`config.mk`:
```
export PLATFORM = sky130hd
export DESIGN_NAME = seq_divider_ctrl
export DESIGN_NICKNAME = d
export VERILOG_FILES = /design/src/rtl/seq_divider_ctrl.sv
export SDC_FILE = /design/constraint.sdc
export NUM_CORES = 1
export LEC_CHECK = 0
export ABC_CLOCK_PERIOD_IN_PS = 3350
export BUFFER_PORTS_ARGS = -buffer_cell sky130_fd_sc_hd__buf_2
export CORE_UTILIZATION = 59
export DETAILED_ROUTE_END_ITERATION = 6
export MAX_ROUTING_LAYER = met4
export PLACE_DENSITY = 0.82
export RECOVER_POWER = 25
export SLEW_MARGIN = 15
export SYNTH_ARGS = -nofsm -noshare
export SYNTH_HDL_FRONTEND = slang
export SYNTH_SLANG_ARGS = --single-unit
```
`constraint.sdc`:
```
create_clock -name clk -period 3.35 [get_ports clk]
set_input_delay 0.1675 -clock clk [delete_from_list [all_inputs] [get_ports clk]]
set_output_delay 0.1675 -clock clk [all_outputs]
set_load 0.01 [all_outputs]
```
`src/rtl/seq_divider_ctrl.sv`:
```
// Multi-cycle unsigned restoring divider: one trial subtraction per clock through a
// single shared (WIDTH+1)-bit subtract unit, sequenced by an IDLE/CALC/FINISH FSM.
module seq_divider_ctrl #(
  parameter int unsigned WIDTH = 4
) (
  input  logic             clk,
  input  logic             rst_n,
  input  logic             start,
  input  logic [WIDTH-1:0] dividend,
  input  logic [WIDTH-1:0] divisor,
  output logic             busy,
  output logic             done,
  output logic [WIDTH-1:0] quotient,
  output logic [WIDTH-1:0] remainder,
  output logic             div_by_zero
);

  localparam int unsigned RW    = WIDTH + 1;
  localparam int unsigned CNT_W = $clog2(WIDTH + 1);

  typedef enum logic [1:0] {IDLE, CALC, FINISH} state_e;

  state_e           state_q, state_d;
  logic [CNT_W-1:0] cnt_q, cnt_d;
  logic [WIDTH-1:0] q_q, q_d;
  logic [WIDTH-1:0] d_q, d_d;
  logic [RW-1:0]    r_q, r_d;
  logic             busy_q, busy_d;
  logic             done_q, done_d;
  logic [WIDTH-1:0] quot_q, quot_d;
  logic [WIDTH-1:0] rem_q, rem_d;
  logic             dbz_q, dbz_d;

  // Shared subtract unit: trial = Rs + ~{0,D} + 1, carry-out set means no borrow.
  logic [RW-1:0] rs_c;
  logic [RW-1:0] nd_c;
  logic [RW:0]   sum_c;
  logic          carry_c;
  logic          last_iter_c;

  assign rs_c        = {r_q[WIDTH-1:0], q_q[WIDTH-1]};
  assign nd_c        = ~{1'b0, d_q};
  assign sum_c       = {1'b0, rs_c} + {1'b0, nd_c} + (RW + 1)'(1);
  assign carry_c     = sum_c[RW];
  assign last_iter_c = (cnt_q == CNT_W'(WIDTH - 1));

  // R stays below D, so its top bit only matters inside the subtract unit width.
  logic unused_c;
  assign unused_c = r_q[WIDTH];

  always_ff @(posedge clk or negedge rst_n) begin
    if (!rst_n) begin
      state_q <= IDLE;
      cnt_q   <= '0;
      q_q     <= '0;
      d_q     <= '0;
      r_q     <= '0;
      busy_q  <= 1'b0;
      done_q  <= 1'b0;
      quot_q  <= '0;
      rem_q   <= '0;
      dbz_q   <= 1'b0;
    end else begin
      state_q <= state_d;
      cnt_q   <= cnt_d;
      q_q     <= q_d;
      d_q     <= d_d;
      r_q     <= r_d;
      busy_q  <= busy_d;
      done_q  <= done_d;
      quot_q  <= quot_d;
      rem_q   <= rem_d;
      dbz_q   <= dbz_d;
    end
  end

  always_comb begin
    state_d = state_q;
    cnt_d   = cnt_q;
    q_d     = q_q;
    d_d     = d_q;
    r_d     = r_q;
    busy_d  = busy_q;
    done_d  = 1'b0;
    quot_d  = quot_q;
    rem_d   = rem_q;
    dbz_d   = dbz_q;

    unique case (state_q)
      IDLE: begin
        if (start) begin
          q_d     = dividend;
          d_d     = divisor;
          r_d     = '0;
          cnt_d   = '0;
          busy_d  = 1'b1;
          state_d = (divisor == '0) ? FINISH : CALC;
        end
      end
      CALC: begin
        if (carry_c) begin
          r_d = sum_c[RW-1:0];
          q_d = {q_q[WIDTH-2:0], 1'b1};
        end else begin
          r_d = rs_c;
          q_d = {q_q[WIDTH-2:0], 1'b0};
        end
        cnt_d = cnt_q + CNT_W'(1);
        if (last_iter_c) begin
          state_d = FINISH;
        end
      end
      FINISH: begin
        // Divide-by-zero never iterates, so Q still holds the captured dividend.
        if (d_q == '0) begin
          quot_d = '1;
          rem_d  = q_q;
          dbz_d  = 1'b1;
        end else begin
          quot_d = q_q;
          rem_d  = r_q[WIDTH-1:0];
          dbz_d  = 1'b0;
        end
        done_d  = 1'b1;
        busy_d  = 1'b0;
        state_d = IDLE;
      end
      default: state_d = IDLE;
    endcase
  end

  assign busy        = busy_q;
  assign done        = done_q;
  assign quotient    = quot_q;
  assign remainder   = rem_q;
  assign div_by_zero = dbz_q;

endmodule

```
==> impl_metrics.py, run 1 <==
metrics = {
    "run_status": {
        "status": "completed",
    },
    "finish": {
        "n_fill_cell": 179,
        "finalNetCount": 174,
        "drive_above_1_share_pct": 17.5,
        "design_area_um2": 1530,
        "area_growth_syn_to_layout_pct": 10.3,
        "diodes": 0,
    },
    "synthesis": {
        "synth_cells": 135,
        "ys_top_cells_by_area": "dfrtp_1 51%, nand2_1 5.7%, ha_1 5.4%",
        "yosys_warnings": 0,
        "yosysTopAreaCellShare_pct": 50.7,
        "synthMuxAreaShare_pct": 4.52,
        "synth_fp_nets": 153,
        "ys_ff_latch": 28,
        "ys_seq_area_share_pct": 50.7,
        "synth.largest_area_cell": "dfrtp_1",
        "synthAdderAreaFrac_pct": 6.88,
        "synth_compound_area_share_pct": 16.7,
        "syn_avg_cell_area_um2": 10.2,
        "async_reset_ff_share_pct": 100,
        "synth_top_family_by_area": "compound AO/OA/AOI/OAI gates",
        "syn_area_um2": 1380,
        "synth_cell_types": 34,
        "yosys.area_share.simple_pct": 16.3,
        "synth_edf_count": 0,
        "synth-main-ff-cell": "dfrtp_1",
        "synth_xor_area_share_pct": 0.633,
    },
    "sta": {
        "maxSlewViolCount": 0,
        "relSlewSlack_pct": 1.10,
        "setup_violations": 0,
        "tns_ps": 0,
        "tightest_slew_ps": 1480,
        "fmax_mhz": 563,
        "min_period_over_period_pct": 53.1,
        "skew_ps": 2.50,
        "hold_viol_final": 0,
        "grt_setup_unrepaired": "false",
        "layout_min_cycle_time_ps": 1780,
    },
    "floorplanning": {
        "ios": 22,
        "fp.dieArea_um2": 2540,
        "core_area_um2": 2210,
        "start_util_pct": 62.5,
        "rows": 17,
        "die_w_um": 50.4,
        "die_y_um": 50.4,
    },
    "global_route": {
        "grt_pass1_wl_mm": 4.76,
        "grtUsageTotal_pct": 25.9,
        "grt_max_degree": 29,
        "grt_pass1_vias": 1034,
        "antenna_found_initial": 0,
        "gr-total-overflow": 0,
    },
    "detailed_routing": {
        "drt-initial-drc-count": 14,
        "wire_per_inst_um": 14.5,
        "ant_nets": 0,
        "wirelength_mm": 2.64,
        "drt_pass1_iterations": 4,
        "drc": 0,
        "via_per_inst": 5.70,
        "vias": 1038,
    },
    "power": {
        "power.switching_uw": 608,
        "power-per-cell-area_nw_per_um2": 940,
        "p_comb_share_pct": 46.5,
        "p_clk_share_pct": 9.3,
        "leakagePower_uw": 0.000709,
        "p_int_uw": 825,
        "p_seq_share_pct": 44.2,
        "switching_share_pct": 42.4,
        "vdd_ir_drop_max_mv": 0.551,
    },
    "hold_path": {
        "hold_path_class": "input port to flop",
    },
    "critical_path": {
        "critPathLaunch": "d_q[1]",
        "critPathLaunchType": "flop",
        "ff2ff_path_depth": 6,
        "path_max_fanout": 5,
        "reg2reg_slack_ps": 1570,
        "endpoint_kind": "flop",
        "cp.arrival_ps": 1970,
        "r2r-start": "d_q[1]",
        "path_class": "flop to flop",
        "worstPathRequired_ps": 3540,
        "critPathCapture": "q_q[0]",
        "regToRegEndpoint": "q_q[0]",
    },
    "place": {
        "hpwl_mm": 2.01,
        "place_congestion": 0.862,
        "port-buffer-count": 21,
        "place_area_um2": 1490,
    },
    "clocking": {
        "cts_tree": "done",
        "htree_levels": 1,
        "clock_sinks": 28,
        "cts_setup_buffers": 0,
        "cts_root_buf": "clkbuf_4",
        "clk_pin_slew_ps": 140,
        "cts_buffers": 3,
        "clk_path_buf_depth": 2,
        "clock_latency_ps": 310,
        "ctsResizeCount": 0,
        "postCtsHoldBufs": 1,
    },
    "job": {
        "drv_cap": 0,
    },
}
[power by group through the flow]
stage               Sequential [uW]  Clock, uW  Combinational, uW
floorplan                       615          0                502
global placement                629          0                637
detailed placement              642          0                666
CTS                             634        139                673
global route                    659        147                771
finish                          633        133                667
[layer usage]
layer  wire, um  GRT usage [%]  vias up
met5          0              -        -
met4         33           7.87        0
met3         75           2.73        8
met2       1370           43.6       26
met1       1170           33.2      491
li1           -              -      513
[synthesized netlist by cell type (all sizes together), types with 3 or more instances]
cell	instances
inv	8
nand4	3
a22oi	3
ha	6
buf	5
o311ai	4
o21ai	18
a21oi	4
nor2	5
nor2b	7
mux2i	4
dfrtp	28
nand2	21
[sequential cells by signal, indices dropped and copies added (netlist names)]
name         flops
q_q              4
d_q              4
div_by_zero      1
done             1
quotient         4
state_q          2
r_q              4
busy             1
remainder        4
cnt_q            3
[metrics by stage]
step,power [uW],util (%),hold WS [ps],cells,worst slack [ps]
floorplan,1120,-,-128,135,1730
global placement,1270,67.5,200,178,1660
detailed placement,1310,67.5,210,178,1620
CTS,1450,69.0,57.5,182,1560
global route,1580,68.9,75.0,182,1440
finish,1430,68.9,69.2,182,1570
[layout by cell type (no fill, tap or decap), types with 4 or more instances in the layout]
master / count
a21oi_1: 4
buf_2: 20
dfrtp_1: 28
ha_1: 6
inv_1: 8
mux2i_1: 4
nand2_1: 21
nor2_1: 5
nor2b_1: 6
o21ai_0: 9
o21ai_1: 8
[how the worst min path moves through the flow]
stage,startpoint,end,cells after the start
2_1_floorplan,rst_n,busy,0
3_3_place_gp,rst_n,quotient[3],1
3_5_place_dp,rst_n,remainder[2],1
4_1_cts,divisor[3],d_q[3],3
5_1_grt,divisor[3],d_q[3],3
6_report,divisor[2],d_q[2],3
[worst max-delay path, stage by stage, from the launching register on]
cell and delay, ps:
dfrtp_1 460, inv_1 80, ha_1 280, nor2b_1 150, o31ai_2 290, and2_1 260, o221ai_1 140
[kinds of logic after synthesis]
group | count (synthesis)
and+or+nand+nor | 43
AOI/OAI and AO/OA | 36
xor gates and xnor gates | 1
adders and majority gates | 7
muxes | 6
buffers and inverters | 14
DFF | 28
[area by class of cell]
cell class                      count  area, um^2  area share [%]
Timing Repair Buffer               22         114            7.47
Multi-Input combinational cell     93         623            40.9
Tap cell                           28        35.0            2.30
Sequential cell                    28         701            45.9
Inverter                            8        30.0            1.97
Clock buffer                        3        22.5            1.48
No activity file was read; power rests on OpenSTA's default activity.
==> inputs of run 2 (changes only) <==
--- a/config.mk
+++ b/config.mk
@@ -5,12 +5,13 @@
 export SDC_FILE = /design/constraint.sdc
 export NUM_CORES = 1
 export LEC_CHECK = 0
-export ABC_CLOCK_PERIOD_IN_PS = 3350
+export ABC_AREA = 1
+export ABC_CLOCK_PERIOD_IN_PS = 1510
 export BUFFER_PORTS_ARGS = -buffer_cell sky130_fd_sc_hd__buf_2
-export CORE_UTILIZATION = 59
+export CORE_UTILIZATION = 50
 export DETAILED_ROUTE_END_ITERATION = 6
 export MAX_ROUTING_LAYER = met4
-export PLACE_DENSITY = 0.82
+export PLACE_DENSITY = 0.74
 export RECOVER_POWER = 25
 export SLEW_MARGIN = 15
 export SYNTH_ARGS = -nofsm -noshare
==> constraint.sdc (replaced) <==
create_clock -name clk -period 1.51 [get_ports clk]
set_input_delay 0.0755 -clock clk [delete_from_list [all_inputs] [get_ports clk]]
set_output_delay 0.0755 -clock clk [all_outputs]
set_load 0.01 [all_outputs]
==> run 2 against run 1 <==
  * Largest cell class unchanged
  * Die area increased by 19%
  * Sequential share of layout area decreased by 6.1 points
  * Synthesized area increased by 1.7%
  * The run now ends with negative hold slack left
  * Combinational power increased to 3.4 times the previous value
  * Maximum frequency increased by 23%
  * Setup slack got worse by 1500 ps
  * Register-to-register slack got worse by 1500 ps
  * Clock power increased to 3.8 times the previous value
==> impl_metrics.py, run 2 <==
metrics = {
    "critical_path": {
        "critPathLaunchType": "flop",
        "path_class": "flop to flop",
        "slowest_delay_ps": 410,
        "path_max_fanout": 3,
        "cp.arrival_ps": 1700,
        "crit_path_top_delay_cell": "dfrtp_1",
        "cp_common_cell": "nand2_1",
        "worstPathRequired_ps": 1760,
        "crit_family": "adder cells",
        "critPathBufInv": 1,
        "endpoint_kind": "flop",
        "crit_chain": "inv_2 -> ha_2 -> fa_2 -> xor2_1 -> nand2_1 -> nand3_1 -> nand2_1",
    },
    "synthesis": {
        "synth_fp_nets": 176,
        "yosys_warnings": 0,
        "syn_area_um2": 1410,
        "ys_top_cells_by_area": "dfrtp_1 50%, nand2_1 10%, ha_1 5.3%",
        "ys_seq_area_share_pct": 49.8,
        "async_reset_ff_share_pct": 100,
        "synth_edf_count": 0,
        "syn_avg_cell_area_um2": 8.90,
        "yosysMostFrequentCell": "nand2_1",
        "synth_commonest_cells": "39 x nand2_1, 28 x dfrtp_1, 17 x inv_1, 12 x nor2_1, 10 x a21oi_1",
        "ys_ff_latch": 28,
        "synth_cells": 158,
        "yosysTopAreaCellShare_pct": 49.8,
        "synth_cell_types": 24,
        "synth.largest_area_cell": "dfrtp_1",
        "synth-main-ff-cell": "dfrtp_1",
    },
    "run_status": {
        "failed_checks": "negative hold slack",
        "status": "finished with violations",
    },
    "place": {
        "place_area_um2": 1570,
        "hpwl_mm": 2.23,
        "port-buffer-count": 21,
        "place_congestion": 0.922,
        "place_ws_ps": -60.3,
    },
    "sta": {
        "setup_slack_ps": 61.3,
        "fin_hold_ws_ps": -5.50,
        "min_period_over_period_pct": 95.9,
        "tightest_slew_ps": 714,
        "grt_setup_unrepaired": "false",
        "skew_ps": 12.7,
        "hold_viol_final": 1,
        "maxSlewViolCount": 0,
        "setup_violations": 0,
        "relSlewSlack_pct": 52.4,
        "layout_min_cycle_time_ps": 1450,
        "fmax_mhz": 690,
        "tns_ps": 0,
    },
    "clocking": {
        "clock_sinks": 28,
        "cts_buffers": 3,
        "cts_tree": "done",
        "clk_pin_slew_ps": 160,
        "clk_path_buf_depth": 2,
        "htree_levels": 1,
        "clock_latency_ps": 340,
        "cts_root_buf": "clkbuf_4",
    },
    "detailed_routing": {
        "drc": 0,
        "wire_per_inst_um": 14.1,
        "drt-initial-drc-count": 14,
        "via_per_inst": 5.23,
        "ant_nets": 0,
        "drt_pass1_iterations": 4,
        "vias": 1182,
        "wirelength_mm": 3.20,
    },
    "global_route": {
        "antenna_found_initial": 0,
        "grtUsageTotal_pct": 24.1,
        "grt_pass1_wl_mm": 4.96,
        "gr-total-overflow": 0,
        "grt_max_degree": 29,
        "grt_pass1_vias": 1163,
    },
    "finish": {
        "area_growth_syn_to_layout_pct": 25.2,
        "final_common_cell": "nand2_1",
        "finalNetCount": 215,
        "n_fill_cell": 213,
        "diodes": 0,
        "design_area_um2": 1760,
        "final_cell_mix": "38 x nand2_1, 28 x dfrtp_1, 20 x buf_2",
        "drive_above_1_share_pct": 28.6,
    },
    "power": {
        "vdd_ir_drop_max_mv": 1.36,
        "p_total_uw": 4150,
        "p_comb_share_pct": 54.7,
        "switching_share_pct": 44.2,
        "p_seq_share_pct": 33.2,
        "power-per-cell-area_nw_per_um2": 2360,
        "p_clk_share_pct": 12.1,
        "p_int_uw": 2320,
        "leakagePower_uw": 0.000882,
        "power.switching_uw": 1830,
    },
    "floorplanning": {
        "start_util_pct": 54.8,
        "ios": 22,
        "fp.dieArea_um2": 3030,
        "core_area_um2": 2570,
        "die_w_um": 55.0,
        "die_y_um": 55.0,
        "rows": 18,
    },
    "hold_path": {
        "hold_path_class": "input port to flop",
    },
    "job": {
        "drv_cap": 0,
    },
}
==> run 2: routing by layer <==
layer	GRT usage, %	part of all wire (%)	routed length, um	vias to the layer above
li1	-	-	-	594
met1	29.2	44	1410	549
met2	39.8	51	1610	27
met3	2.73	2.5	80	12
met4	11.7	2.9	92	0
met5	-	0	0	-
==> run 2: final timing paths <==
kind / cells past startpoint / from / endpoint / slack [ps]
max: 7 / q_q[3] / r_q[2] / 60
min: 3 / divisor[0] / d_q[0] / -6
max reg2reg: 7 / q_q[3] / r_q[2] / 60
min reg2reg: 1 / cnt_q[0] / cnt_q[0] / 490
max in group asynchronous: 2 / rst_n / div_by_zero / 750
min in group asynchronous: 2 / rst_n / r_q[1] / 290
==> run 2: metrics by stage <==
| stage | cells | util (%) |
|---|---|---|
| floorplan | 158 | - |
| global placement | 212 | 61.1 |
| detailed placement | 212 | 61.1 |
| CTS | 223 | 66.1 |
| global route | 226 | 68.6 |
| finish | 226 | 68.6 |
==> run 2: worst register-to-register path: cells and delay by family, from the launching register on <==
kind	cells	cell delay (ps)
xor+xnor	1	150
fa+ha+maj	2	520
buf+inv	1	60
flops	1	410
simple gates	3	230
==> run 2: repair_timing <==
item,in CTS,in global routing
gates resized for setup,4,7
hold endpoints to repair,33,0
setup endpoints to repair,1,4
buffers inserted,1,3
hold buffers,6,0
==> run 2: cells by family (layout without fill, tap and decap cells) <==
kind of cell | Yosys count | count (layout) | synth area share [%]
buf+inv | 25 | 63 | 7.56
simple gates | 69 | 69 | 23.4
xor+xnor | 1 | 1 | 0.623
flops | 28 | 28 | 49.8
compound gates | 28 | 28 | 11.8
fa+ha+maj | 7 | 7 | 6.76
==> run 2: layout make-up <==
cell class              count  area [um^2]  share of cell area (%)
inverters                  24         95.1                    5.40
clock buffers               3         22.5                    1.28
repair buffers             35          225                    12.8
clock inverters             1         30.0                    1.71
multi-input cells         105          649                    36.9
well taps                  30         37.5                    2.13
flip-flops and latches     28          701                    39.8
==> run 2: power by group through the flow <==
stage	registers [uW]	clock network [uW]	logic, uW
3_3_place_gp	1360	0	1950
3_5_place_dp	1380	0	2030
4_1_cts	1370	507	2090
5_1_grt	1420	523	2570
2_1_floorplan	1400	0	1400
6_report	1380	500	2270
==> inputs of run 3 (changes only) <==
--- a/config.mk
+++ b/config.mk
@@ -8,10 +8,12 @@
 export ABC_AREA = 1
 export ABC_CLOCK_PERIOD_IN_PS = 1510
 export BUFFER_PORTS_ARGS = -buffer_cell sky130_fd_sc_hd__buf_2
-export CORE_UTILIZATION = 50
+export CORE_MARGIN = 1.5
+export CORE_UTILIZATION = 31
+export CTS_CLUSTER_DIAMETER = 150
 export DETAILED_ROUTE_END_ITERATION = 6
 export MAX_ROUTING_LAYER = met4
-export PLACE_DENSITY = 0.74
+export PLACE_DENSITY = 0.5
 export RECOVER_POWER = 25
 export SLEW_MARGIN = 15
 export SYNTH_ARGS = -nofsm -noshare
==> run 3 against run 2 <==
  * The flow now finishes without violations
  * Sequential power hardly changed
  * Worst hold slack improved by 33 ps
  * Die area increased by 63%
  * Final cell count grew 7.5%
  * Largest cell class unchanged
  * Largest power group unchanged
  * Highest routed layer unchanged
==> impl_metrics.py, run 3 (same netlist as run 2, synthesis figures left out) <==
metrics = {
    "clocking": {
        "clock_sinks": 28,
        "clock_latency_ps": 270,
        "cts_tree": "done",
        "clk_path_buf_depth": 2,
        "clk_pin_slew_ps": 90,
        "htree_levels": 1,
        "cts_buffers": 3,
        "cts_root_buf": "clkbuf_8",
    },
    "detailed_routing": {
        "wirelength_mm": 3.18,
        "drt_pass1_iterations": 4,
        "vias": 1145,
        "ant_nets": 0,
        "drt-initial-drc-count": 51,
        "wire_per_inst_um": 13.1,
        "via_per_inst": 4.71,
        "drc": 0,
    },
    "critical_path": {
        "critPathLaunchType": "flop",
        "ff2ff_path_depth": 5,
        "cp_common_cell": "nand2_1",
        "cp.arrival_ps": 1620,
        "worstPathRequired_ps": 1680,
        "endpoint_kind": "flop",
        "critPathLaunch": "d_q[0]",
        "r2r-start": "d_q[0]",
        "worstSetupPathDepth": 5,
        "path_max_fanout": 3,
        "crit_path_top_delay_cell": "fa_2",
        "regToRegEndpoint": "r_q[1]",
        "crit_chain": "ha_1 -> fa_2 -> nand2_1 -> nand3_1 -> nand2_1",
        "reg2reg_slack_ps": 60,
        "slowest_delay_ps": 530,
        "crit_family": "adder cells",
        "critPathCapture": "r_q[1]",
        "path_class": "flop to flop",
        "critPathBufInv": 0,
    },
    "finish": {
        "final_cell_mix": "38 x nand2_1, 28 x dfrtp_1, 16 x inv_1",
        "finalNetCount": 211,
        "utilization_pct": 39.3,
        "area_growth_syn_to_layout_pct": 21.5,
        "final_cells": 243,
        "final_common_cell": "nand2_1",
        "drive_above_1_share_pct": 21.5,
        "diodes": 0,
        "n_fill_cell": 471,
    },
    "power": {
        "leakagePower_uw": 0.000826,
        "vdd_ir_drop_max_mv": 1.01,
        "p_total_uw": 3980,
        "power-per-cell-area_nw_per_um2": 2330,
    },
    "floorplanning": {
        "start_util_pct": 32.3,
        "core_area_um2": 4350,
        "ios": 22,
        "fp.dieArea_um2": 4950,
        "die_w_um": 70.4,
        "rows": 24,
        "die_y_um": 70.4,
    },
    "global_route": {
        "antenna_found_initial": 0,
        "grt_pass1_wl_mm": 5.23,
        "grt_pass1_vias": 1108,
        "grtUsageTotal_pct": 13.8,
        "gr-total-overflow": 0,
        "grt_max_degree": 29,
    },
    "sta": {
        "tightest_slew_ps": 725,
        "layout_min_cycle_time_ps": 1450,
        "maxSlewViolCount": 0,
        "setup_violations": 0,
        "grt_setup_unrepaired": "true",
        "skew_ps": 1.23,
        "fmax_mhz": 688,
        "relSlewSlack_pct": 51.6,
        "hold_viol_final": 0,
        "min_period_over_period_pct": 96.3,
    },
    "place": {
        "dp.cells": 236,
        "hpwl_mm": 2.32,
        "place_congestion": 0.806,
        "port-buffer-count": 21,
    },
    "job": {
        "drv_cap": 0,
    },
    "hold_path": {
        "hold_path_class": "input port to flop",
    },
    "run_status": {
        "status": "completed",
    },
}
[run 3: timing repair]
action,CTS,global route
endpoints found under the hold margin,28,0
endpoints found under the setup margin,3,4
setup buffers,0,3
resized for setup,3,6
hold buffers,1,0
pin swaps,1,1
[run 3: power breakdown]
| group | internal (uW) | switching (uW) | total, uW |
|---|---|---|---|
| Combinational | 885 | 1330 | 2220 |
| Clock | 179 | 218 | 397 |
| Sequential | 1110 | 262 | 1370 |
| Total | 2170 | 1810 | 3980 |
[run 3: through the flow]
step	instance area, um^2	hold slack [ps]	worst slack [ps]	setup TNS (ps)
detailed placement	1610	147	-18.6	-30.8
CTS	1670	19.6	46.1	0
global placement	1610	138	11.1	0
finish	1710	27.5	55.6	0
global route	1710	30.8	-25.8	-27.0
floorplan	1410	-220	139	0
[run 3: tightest hold or removal path: stages]
cell and delay, ps:
buf_2 80, nand2_1 40, o21ai_1 60
[run 3: layout make-up]
class	count	area [um^2]	area share, %
multi-input cells	105	642	37.6
repair buffers	31	165	9.66
flip-flops and latches	28	701	41.0
clock buffers	3	41.3	2.42
inverters	24	95.1	5.56
well taps	52	65.1	3.81
[run 3: worst min-delay path by stage]
stage,start,to,slack (ps),cells after the start
after detailed placement,rst_n,r_q[1],150,1
after global placement,rst_n,r_q[3],140,1
after floorplan,rst_n,busy,-220,0
final,divisor[2],d_q[2],30,3
after CTS,divisor[2],d_q[2],20,3
after global routing,divisor[2],d_q[2],30,3
[run 3: per-layer routing]
layer,part of all wire [%],track usage (%)
met5,0,-
met4,0.53,2.56
met3,3.9,3.17
met2,50,22.5
met1,46,17.6
